## src/rtl/tone_voice_pkg.sv

```systemverilog
// Shared types and helpers for the multi-voice tone engine.
package tone_voice_pkg;

  localparam int unsigned W = 28;
  localparam int unsigned NUM_VOICES_DEFAULT = 8;

  typedef struct packed {
    logic [W-1:0] phase;
    logic [W-1:0] dur;
    logic [W-1:0] shadow_p;
    logic [W-1:0] shadow_d;
    logic         sq;
    logic         active;
  } voice_state_t;

  function automatic int unsigned popcount(input logic [63:0] bits);
    int unsigned n;
    n = 0;
    for (int i = 0; i < 64; i++) begin
      n += int'(bits[i]);
    end
    return n;
  endfunction

endpackage

```

## src/rtl/tone_voice_update.sv

```systemverilog
// Combinational next-state for the single voice visited this clock.
module tone_voice_update
  import tone_voice_pkg::*;
(
  input  voice_state_t cur_i,
  input  logic [W-1:0] period_i,
  input  logic [W-1:0] decode_i,
  input  logic         round_tick_i,
  output voice_state_t nxt_o,
  output logic         done_o
);

  always_comb begin
    nxt_o  = cur_i;
    done_o = 1'b0;
    if (period_i != cur_i.shadow_p || decode_i != cur_i.shadow_d) begin
      nxt_o.shadow_p = period_i;
      nxt_o.shadow_d = decode_i;
      nxt_o.phase    = period_i;
      nxt_o.dur      = decode_i;
      nxt_o.sq       = 1'b0;
      nxt_o.active   = (period_i != '0) && (decode_i != '0);
    end else if (cur_i.active) begin
      if (cur_i.phase <= W'(1)) begin
        nxt_o.phase = cur_i.shadow_p;
        nxt_o.sq    = ~cur_i.sq;
      end else begin
        nxt_o.phase = cur_i.phase - W'(1);
      end
      if (round_tick_i) begin
        // Expiry overrides any toggle computed above.
        if (cur_i.dur == W'(1)) begin
          nxt_o.active = 1'b0;
          nxt_o.sq     = 1'b0;
          done_o       = 1'b1;
        end else begin
          nxt_o.dur = cur_i.dur - W'(1);
        end
      end
    end else begin
      nxt_o.sq = 1'b0;
    end
  end

endmodule

```

## src/rtl/tone_voice_scheduler.sv

```systemverilog
// Round-robin tone engine: one shared voice update per clock, duration prescaler,
// registered square-wave, status and mix outputs.
module tone_voice_scheduler
  import tone_voice_pkg::*;
#(
  parameter int unsigned NUM_VOICES = NUM_VOICES_DEFAULT,
  parameter int unsigned TICK_DIV   = 50000,
  parameter int unsigned MIX_W      = 4
) (
  input  logic                    clk_clk,
  input  logic                    reset_reset_n,
  input  logic [NUM_VOICES*W-1:0] period_in,
  input  logic [NUM_VOICES*W-1:0] decode_in,
  output logic [NUM_VOICES-1:0]   voice_out,
  output logic [NUM_VOICES-1:0]   voice_active,
  output logic [NUM_VOICES-1:0]   done_pulse,
  output logic [MIX_W-1:0]        mix_out
);

  localparam int unsigned PtrW = (NUM_VOICES > 1) ? $clog2(NUM_VOICES) : 1;
  localparam int unsigned CntW = (TICK_DIV > 1) ? $clog2(TICK_DIV) : 1;

  logic [PtrW-1:0]       vptr_q, vptr_d;
  logic [CntW-1:0]       tick_cnt_q, tick_cnt_d;
  logic                  tick_req_q, tick_req_d;
  logic                  round_tick_q, round_tick_d;
  voice_state_t [NUM_VOICES-1:0] st_q, st_d;
  logic [NUM_VOICES-1:0] done_q, done_d;
  logic [MIX_W-1:0]      mix_q, mix_d;
  voice_state_t          upd_nxt;
  logic                  upd_done;
  logic                  wrap;

  tone_voice_update u_update (
    .cur_i        (st_q[vptr_q]),
    .period_i     (period_in[vptr_q*W +: W]),
    .decode_i     (decode_in[vptr_q*W +: W]),
    .round_tick_i (round_tick_q),
    .nxt_o        (upd_nxt),
    .done_o       (upd_done)
  );

  always_comb begin
    wrap       = (tick_cnt_q == CntW'(TICK_DIV - 1));
    tick_cnt_d = wrap ? '0 : tick_cnt_q + CntW'(1);
    vptr_d     = (vptr_q == PtrW'(NUM_VOICES - 1)) ? '0 : vptr_q + PtrW'(1);
    // A wrap landing on the round-start clock belongs to the round being latched.
    if (vptr_q == '0) begin
      round_tick_d = tick_req_q | wrap;
      tick_req_d   = 1'b0;
    end else begin
      round_tick_d = round_tick_q;
      tick_req_d   = tick_req_q | wrap;
    end
    st_d           = st_q;
    st_d[vptr_q]   = upd_nxt;
    done_d         = '0;
    done_d[vptr_q] = upd_done;
    for (int v = 0; v < NUM_VOICES; v++) begin
      voice_out[v]    = st_q[v].sq;
      voice_active[v] = st_q[v].active;
    end
    mix_d      = MIX_W'(popcount(64'(voice_out)));
    done_pulse = done_q;
    mix_out    = mix_q;
  end

  always_ff @(posedge clk_clk or negedge reset_reset_n) begin
    if (!reset_reset_n) begin
      vptr_q       <= '0;
      tick_cnt_q   <= '0;
      tick_req_q   <= 1'b0;
      round_tick_q <= 1'b0;
      st_q         <= '0;
      done_q       <= '0;
      mix_q        <= '0;
    end else begin
      vptr_q       <= vptr_d;
      tick_cnt_q   <= tick_cnt_d;
      tick_req_q   <= tick_req_d;
      round_tick_q <= round_tick_d;
      st_q         <= st_d;
      done_q       <= done_d;
      mix_q        <= mix_d;
    end
  end

endmodule

```

## config.mk

```make
export PLATFORM = sky130hd
export DESIGN_NAME = tone_voice_scheduler
export DESIGN_NICKNAME = d
export VERILOG_FILES = /design/src/rtl/tone_voice_pkg.sv /design/src/rtl/tone_voice_update.sv /design/src/rtl/tone_voice_scheduler.sv
export SDC_FILE = /design/constraint.sdc
export NUM_CORES = 2
export LEC_CHECK = 0
export BUFFER_PORTS_ARGS = -buffer_cell sky130_fd_sc_hd__buf_2
export CAP_MARGIN = 5
export CORE_UTILIZATION = 40
export CTS_BUF_LIST = sky130_fd_sc_hd__clkbuf_2 sky130_fd_sc_hd__clkbuf_4 sky130_fd_sc_hd__clkbuf_8
export DETAILED_ROUTE_END_ITERATION = 16
export GPL_ROUTABILITY_DRIVEN = 0
export MAX_ROUTING_LAYER = met4
export PLACE_DENSITY = 0.68
export SYNTH_ARGS = -nofsm -noshare
export SYNTH_HDL_FRONTEND = slang
export SYNTH_HIERARCHICAL = 1
export SYNTH_SLANG_ARGS = --single-unit
export TNS_END_PERCENT = 100
```

## constraint.sdc

```tcl
create_clock -name clk_clk -period 13 [get_ports clk_clk]
set_input_delay 0.65 -clock clk_clk [delete_from_list [all_inputs] [get_ports clk_clk]]
set_output_delay 0.65 -clock clk_clk [all_outputs]
set_load 0.01 [all_outputs]
```

* Yosys cells after proc, flatten, opt, wreduce, memory -nomap -nowiden
Cells that the tools add are included.
Cells by class: multiplexer cells 26, shift operators 2, equality and inequality tests 5, $lt $le $gt $ge 3, $mul 1, bitwise gates (word level) 3, reductions and logical operators 6, add/sub/neg operators 11
Operators with widths (number):
- bitwise mux 912 bit | 1
- variable part select 224 x 9 -> 28 bit | 2
- binary-select mux 114 bit (select 3 bit) | 1
- demux 114 bit (select 3 bit) | 1
- two-way mux 114 bit | 2
- two-way mux 56 bit | 3
- two-way mux 28 bit | 3
- inequality test 28 bit | 2
- nonzero test 28 bit | 2
- subtractor 28 x 1 -> 28 bit (second input constant) | 2
- == test 28 x 1 -> 1 bit (second input constant) | 1
- less-or-equal comparator 28 x 1 -> 1 bit (second input constant) | 1
- adder 16 x 1 -> 16 bit (second input constant) | 1
- adder 4 x 1 -> 4 bit | 4
- == test 16 bit (second input constant) | 1
- two-way mux 16 bit | 1
- two-way mux 1 bit | 9
- AND 8 bit | 1
- multiplier 3 x 3 -> 6 bit (second input constant) | 1
- two-way mux 2 bit | 3
- adder 3 x 1 -> 4 bit | 1
- < comparator 3 x 4 -> 1 bit (second input constant) | 1
- adder 2 x 1 -> 3 bit | 1
- adder 3 x 1 -> 3 bit (second input constant) | 1
- 10 further kinds | 11
Word-level totals: register bits 945, logic and storage cells 111, output and inout bits 28

* Depth between registers and ports, before layout
depth in word-level cells 9, depth in mapped cells 18, gate-level depth less buffers 13

* Hierarchy
Netlist, hierarchy kept.
By module, submodules not included:
- tone_voice_scheduler | cells an instance 3312, area each 44790.5 µm², times used 1
- tone_voice_update | cells an instance 544, area each 3321.9 µm², times used 1

* Worst setup path before layout
No wires, ideal clock.
path type register -> register, start reg vptr_q[0], end reg st_q[203] (netlist bit), clock period less this slack 4.184 ns, required time 12.932 ns, arrival 4.116 ns, path buffers 5, stages on the path, launching flop included 15, library setup time 0.068 ns, setup slack 8.816 ns, cells stage by stage dfrtp_1 > buf_4 > buf_2 > buf_2 > mux2_2 > a221oi_1 > o21ai_0 > or4_1 > or3_1 > buf_6 > nor4_4 > buf_6 > nor3_1 > o41ai_1 > mux2_2
RTL lines:
- from (decl) | line tone_voice_scheduler.sv:23 | logic [PtrW-1:0] vptr_q, vptr_d;
- from (signal assigned) | line tone_voice_scheduler.sv:78 | vptr_q <= vptr_d;
- to (signal assigned) | line tone_voice_scheduler.sv:82 | st_q <= st_d;
- to (decl) | line tone_voice_scheduler.sv:27 | voice_state_t [NUM_VOICES-1:0] st_q, st_d;

==> tab_implementation.tex <==
\begin{tabular}{lr}
\hline
Metric & Value \\
\hline
\multicolumn{2}{l}{\textbf{STA}} \\
Minimum period implied by the final worst setup slack & 7410 ps \\
Setup-violating endpoint count in the final report & 0 \\
Fmax achieved & 134.9 MHz \\
Count of endpoints failing hold in the final timing report & 0 \\
Largest clock skew in the final design & 37.10 ps \\
Sum of negative setup slack & 0 ps \\
Setup repair after global routing missed its margin & false \\
Max-slew headroom at the worst pin & 18.64\% \\
Portion of the clock cycle consumed by the worst path in the final layout & a little under three fifths \\
Fin. max-slew vios & 0 \\
Slew at the pin closest to its max-slew limit & 1205 ps \\
\multicolumn{2}{l}{\textbf{Yosys}} \\
Async set-or-reset flop fraction in the synthesized netlist & between 90\% and 100\% \\
Register bit count reported by yosys & between 900 and 1000 \\
Net Count, Synth & between 4000 and 5000 \\
Area share of the largest cell type after synthesis & 49.15\% \\
Seq/Total Area, Yosys & 49.15\% \\
Largest cells by area after synthesis & dfrtp\_1 49\%, mux2\_2 25\%, a221oi\_1 4.3\% \\
Average footprint of a synthesized cell & 12.48 µm² \\
Syn Inst Count & 3856 \\
Netlist Area Pre-Place & 48110 µm² \\
Library cell occupying the most area in the post-synthesis netlist & dfrtp\_1 \\
Synth top cells by count & 1057 x mux2\_2, 945 x dfrtp\_1, 236 x a221oi\_1 \\
Leading cell type by number of instances after synthesis & mux2\_2 \\
Predominant post-synthesis flop cell & dfrtp\_1 \\
Count of warnings emitted by yosys & 6 \\
Count of cell types in the netlist & 69 \\
Number of flops mapped to enable cells by yosys & 0 \\
\multicolumn{2}{l}{\textbf{Floorplan}} \\
Placement row count & 126 \\
Area enclosed by the die boundary & 121700 µm² \\
IO Count & roughly 480 \\
Height of the chip & 348.8 µm \\
Die Wd & 348.8 µm \\
Starting utilization of the core area & 40.53\% \\
Placeable core area & 118700 µm² \\
\multicolumn{2}{l}{\textbf{Pwr}} \\
Sequential group share of total power & between 40 and 50\% \\
Overall power of the completed layout & 6.431 mW \\
Comb power frac & 8.2\% \\
Pwr dens & 116.4 nW/µm² \\
Fraction of power consumed by the clock network & between 40 and 50\% \\
Switching portion of total power & 24.55\% \\
Leak & 22.65 nW \\
Internal cell power & 4.852 mW \\
Worst ir drop on vdd & about 0.00010 V \\
Net switching power & 1.579 mW \\
\multicolumn{2}{l}{\textbf{Layout}} \\
Number of nets in the layout & 4725 \\
Fraction of final layout cells with drive strength greater than 1 & 46.02\% \\
Sequential cell area in the final layout & 23660 µm² \\
Final Core Density & between 40\% and 50\% \\
Area delta synth->final & 14.82\% \\
Footprint of the multi-input gates & 22600 µm² \\
Fill cells & 10770 \\
\multicolumn{2}{l}{\textbf{Clocking}} \\
Number of gates resized after CTS & 0 \\
Clock H-tree levels & 4 \\
Clock insertion delay at the later pin of the skew report & 850 ps \\
Clock tree root buffer cell & clkbuf\_8 \\
Post-CTS Setup Repair Bufs & 0 \\
Number of buffers added to fix hold violations after cts & 1 \\
Number of buffers created by CTS & 155 \\
Clock tree from TritonCTS & built \\
Post-CTS clock slew at the launch and capture registers of the worst setup and hold paths & 60 ps \\
Number of clock sinks seen by CTS & 945 \\
Clock Path Buffers & 3 \\
\multicolumn{2}{l}{\textbf{Setup path}} \\
Capturing element type of the critical path & flop \\
Critical path type & reg -> reg \\
Worst R2R Setup Slack & 5590 ps \\
Category of the worst setup path launch point & flop \\
Data required time of the worst path & 13770 ps \\
Largest fanout on the critical path & 69 \\
CP arrival & 8180 ps \\
\multicolumn{2}{l}{\textbf{Global route}} \\
First-pass GRT wire length & 245500 µm \\
Met3 Usage GRT & 6.786\% \\
Routing layer with the top usage in global route & met2 \\
Global-route met2 utilization & 42.23\% \\
Vias in the first global route & 36870 \\
Met1 layer usage reported by global route & 35.34\% \\
Antenna violations before repair & 24 \\
Tot GR Track Use & 27.96\% \\
Largest net degree at the start of global routing & 160 \\
Congestion Overflow GR & 0 \\
\multicolumn{2}{l}{\textbf{Route}} \\
DRT antenna net count & 0 \\
Detailed-route via count & 36470 \\
Detailed-route vias per instance & 6.087 \\
Detailed-router iteration count before antenna repair & 7 \\
Total wire length after detailed routing & 167100 µm \\
DRT iter0 DRCs & 3875 \\
Average detailed-routed wire length per instance & 27.89 µm \\
Number of design rule violations left after detail routing & 0 \\
\multicolumn{2}{l}{\textbf{Run status}} \\
Run status & finished clean \\
\multicolumn{2}{l}{\textbf{Placement}} \\
Detailed placement HPWL & 110300 µm \\
I/O Buffers & 477 \\
\multicolumn{2}{l}{\textbf{Min path}} \\
Min-Delay Path Class & in -> reg \\
\multicolumn{2}{l}{\textbf{Run}} \\
Max-capacitance violation count & 0 \\
\hline
\end{tabular}
-- state kept, by name, indices dropped and copies added, names as in the netlist --
register / flops
voice_out: 8
voice_active: 8
vptr_q: 3
done_pulse: 8
round_tick_q: 1
st_q: 896
mix_out: 4
tick_req_q: 1
tick_cnt_q: 16
-- placed cells by master (no fill, tap or decap), drive strengths merged, types with 11 or more instances in the layout --
| cell | instances |
|---|---|
| nand3 | 36 |
| xnor2 | 74 |
| mux2i | 91 |
| or3 | 13 |
| a21oi | 51 |
| o21ai | 135 |
| or4 | 11 |
| diode | 24 |
| xor2 | 20 |
| o221ai | 29 |
| clkbuf | 242 |
| ha | 11 |
| nor4 | 41 |
| clkinv | 11 |
| nand4 | 25 |
| mux2 | 1075 |
| nand2b | 12 |
| a22oi | 169 |
| buf | 618 |
| nor2 | 110 |
| dfrtp | 945 |
| inv | 35 |
| mux4 | 28 |
| nor3 | 40 |
| nand2 | 134 |
| o22ai | 29 |
| o211ai | 19 |
| a221oi | 236 |
-- worst max-delay path: stages (launching register included) --
cell and delay [ps]:
dfrtp_4 820, buf_12 460, nand2b_1 360, nor2_4 750, buf_4 660, a221oi_1 190, o21ai_2 120, buf_4 390
or4b_2 640, nor2_1 250, nand2_1 140, nor2_1 870, nor3_1 110, o41ai_1 1030, mux2_2 320
-- area by class of cell --
cell class                 count  share of cell area, %
sequential                   945                  42.83
multi-input combinational   2510                  40.91
timing repair buffer         619                  6.432
clock buffer                 242                  5.440
tap                         1600                  3.624
clock inverter                23                 0.4484
inverter                      29                 0.2106
antenna                       24                 0.1087
-- layer usage --
layer / up-vias / wire length (µm) / part of all wire [%]
met3: 345 / 15610 / 9.3
met4: 0 / 7734 / 4.6
li1: 15380 / - / -
met5: - / 0 / 0
met1: 18830 / 68700 / 41
met2: 1926 / 75060 / 45
-- cells by family (layout without fill, tap and decap cells) --
family | after synthesis | in the layout | share of synthesized area (%)
AOI/OAI and AO/OA | 738 | 738 | 11.32
xor gates and xnor gates | 94 | 94 | 1.711
adders and majority gates | 15 | 15 | 0.4525
buffers and inverters | 401 | 913 | 4.096
DFF | 945 | 945 | 49.15
muxes | 1194 | 1194 | 28.36
other | 0 | 24 | 0
and+or+nand+nor | 469 | 469 | 4.910
-- power groups by stage --
stage | clock, mW | combinational, mW | sequential [mW]
after global routing | 2.91 | 0.570 | 3.17
after global placement | 0 | 0.512 | 3.20
after floorplan | 0 | 0.270 | 3.18
after detailed placement | 0 | 0.523 | 3.21
after CTS | 2.77 | 0.525 | 3.15
final | 2.75 | 0.528 | 3.16
-- stage by stage --
| step | hold slack [ps] | worst slack, ps | instances | cell area [µm²] |
|---|---|---|---|---|
| finish | 366.3 | 5590 | 5992 | 55240 |
| global route | 386.7 | 5389 | 5992 | 55240 |
| CTS | 308.8 | 5878 | 5968 | 55180 |
| detailed placement | 470.5 | 5913 | 5702 | 51920 |
| global placement | 461.5 | 5919 | 5702 | 51920 |
| floorplan | 354.4 | 8816 | 3856 | 48110 |
-- final timing paths --
check | startpoint | to | depth (start not counted)
worst max-delay path | vptr_q[0]$_DFF_PN0_ | st_q[446]$_DFFE_PN0P_ | 14
worst min-delay path | decode_in[22] | st_q[708]$_DFFE_PN0P_ | 5
worst max register to register | vptr_q[0]$_DFF_PN0_ | st_q[446]$_DFFE_PN0P_ | 14
worst min register to register | tick_cnt_q[0]$_DFF_PN0_ | tick_cnt_q[0]$_DFF_PN0_ | 1
max in group asynchronous | reset_reset_n | st_q[104]$_DFFE_PN0P_ | 5
min in group asynchronous | reset_reset_n | st_q[385]$_DFFE_PN0P_ | 2
Power figures use the tool's default switching activity.
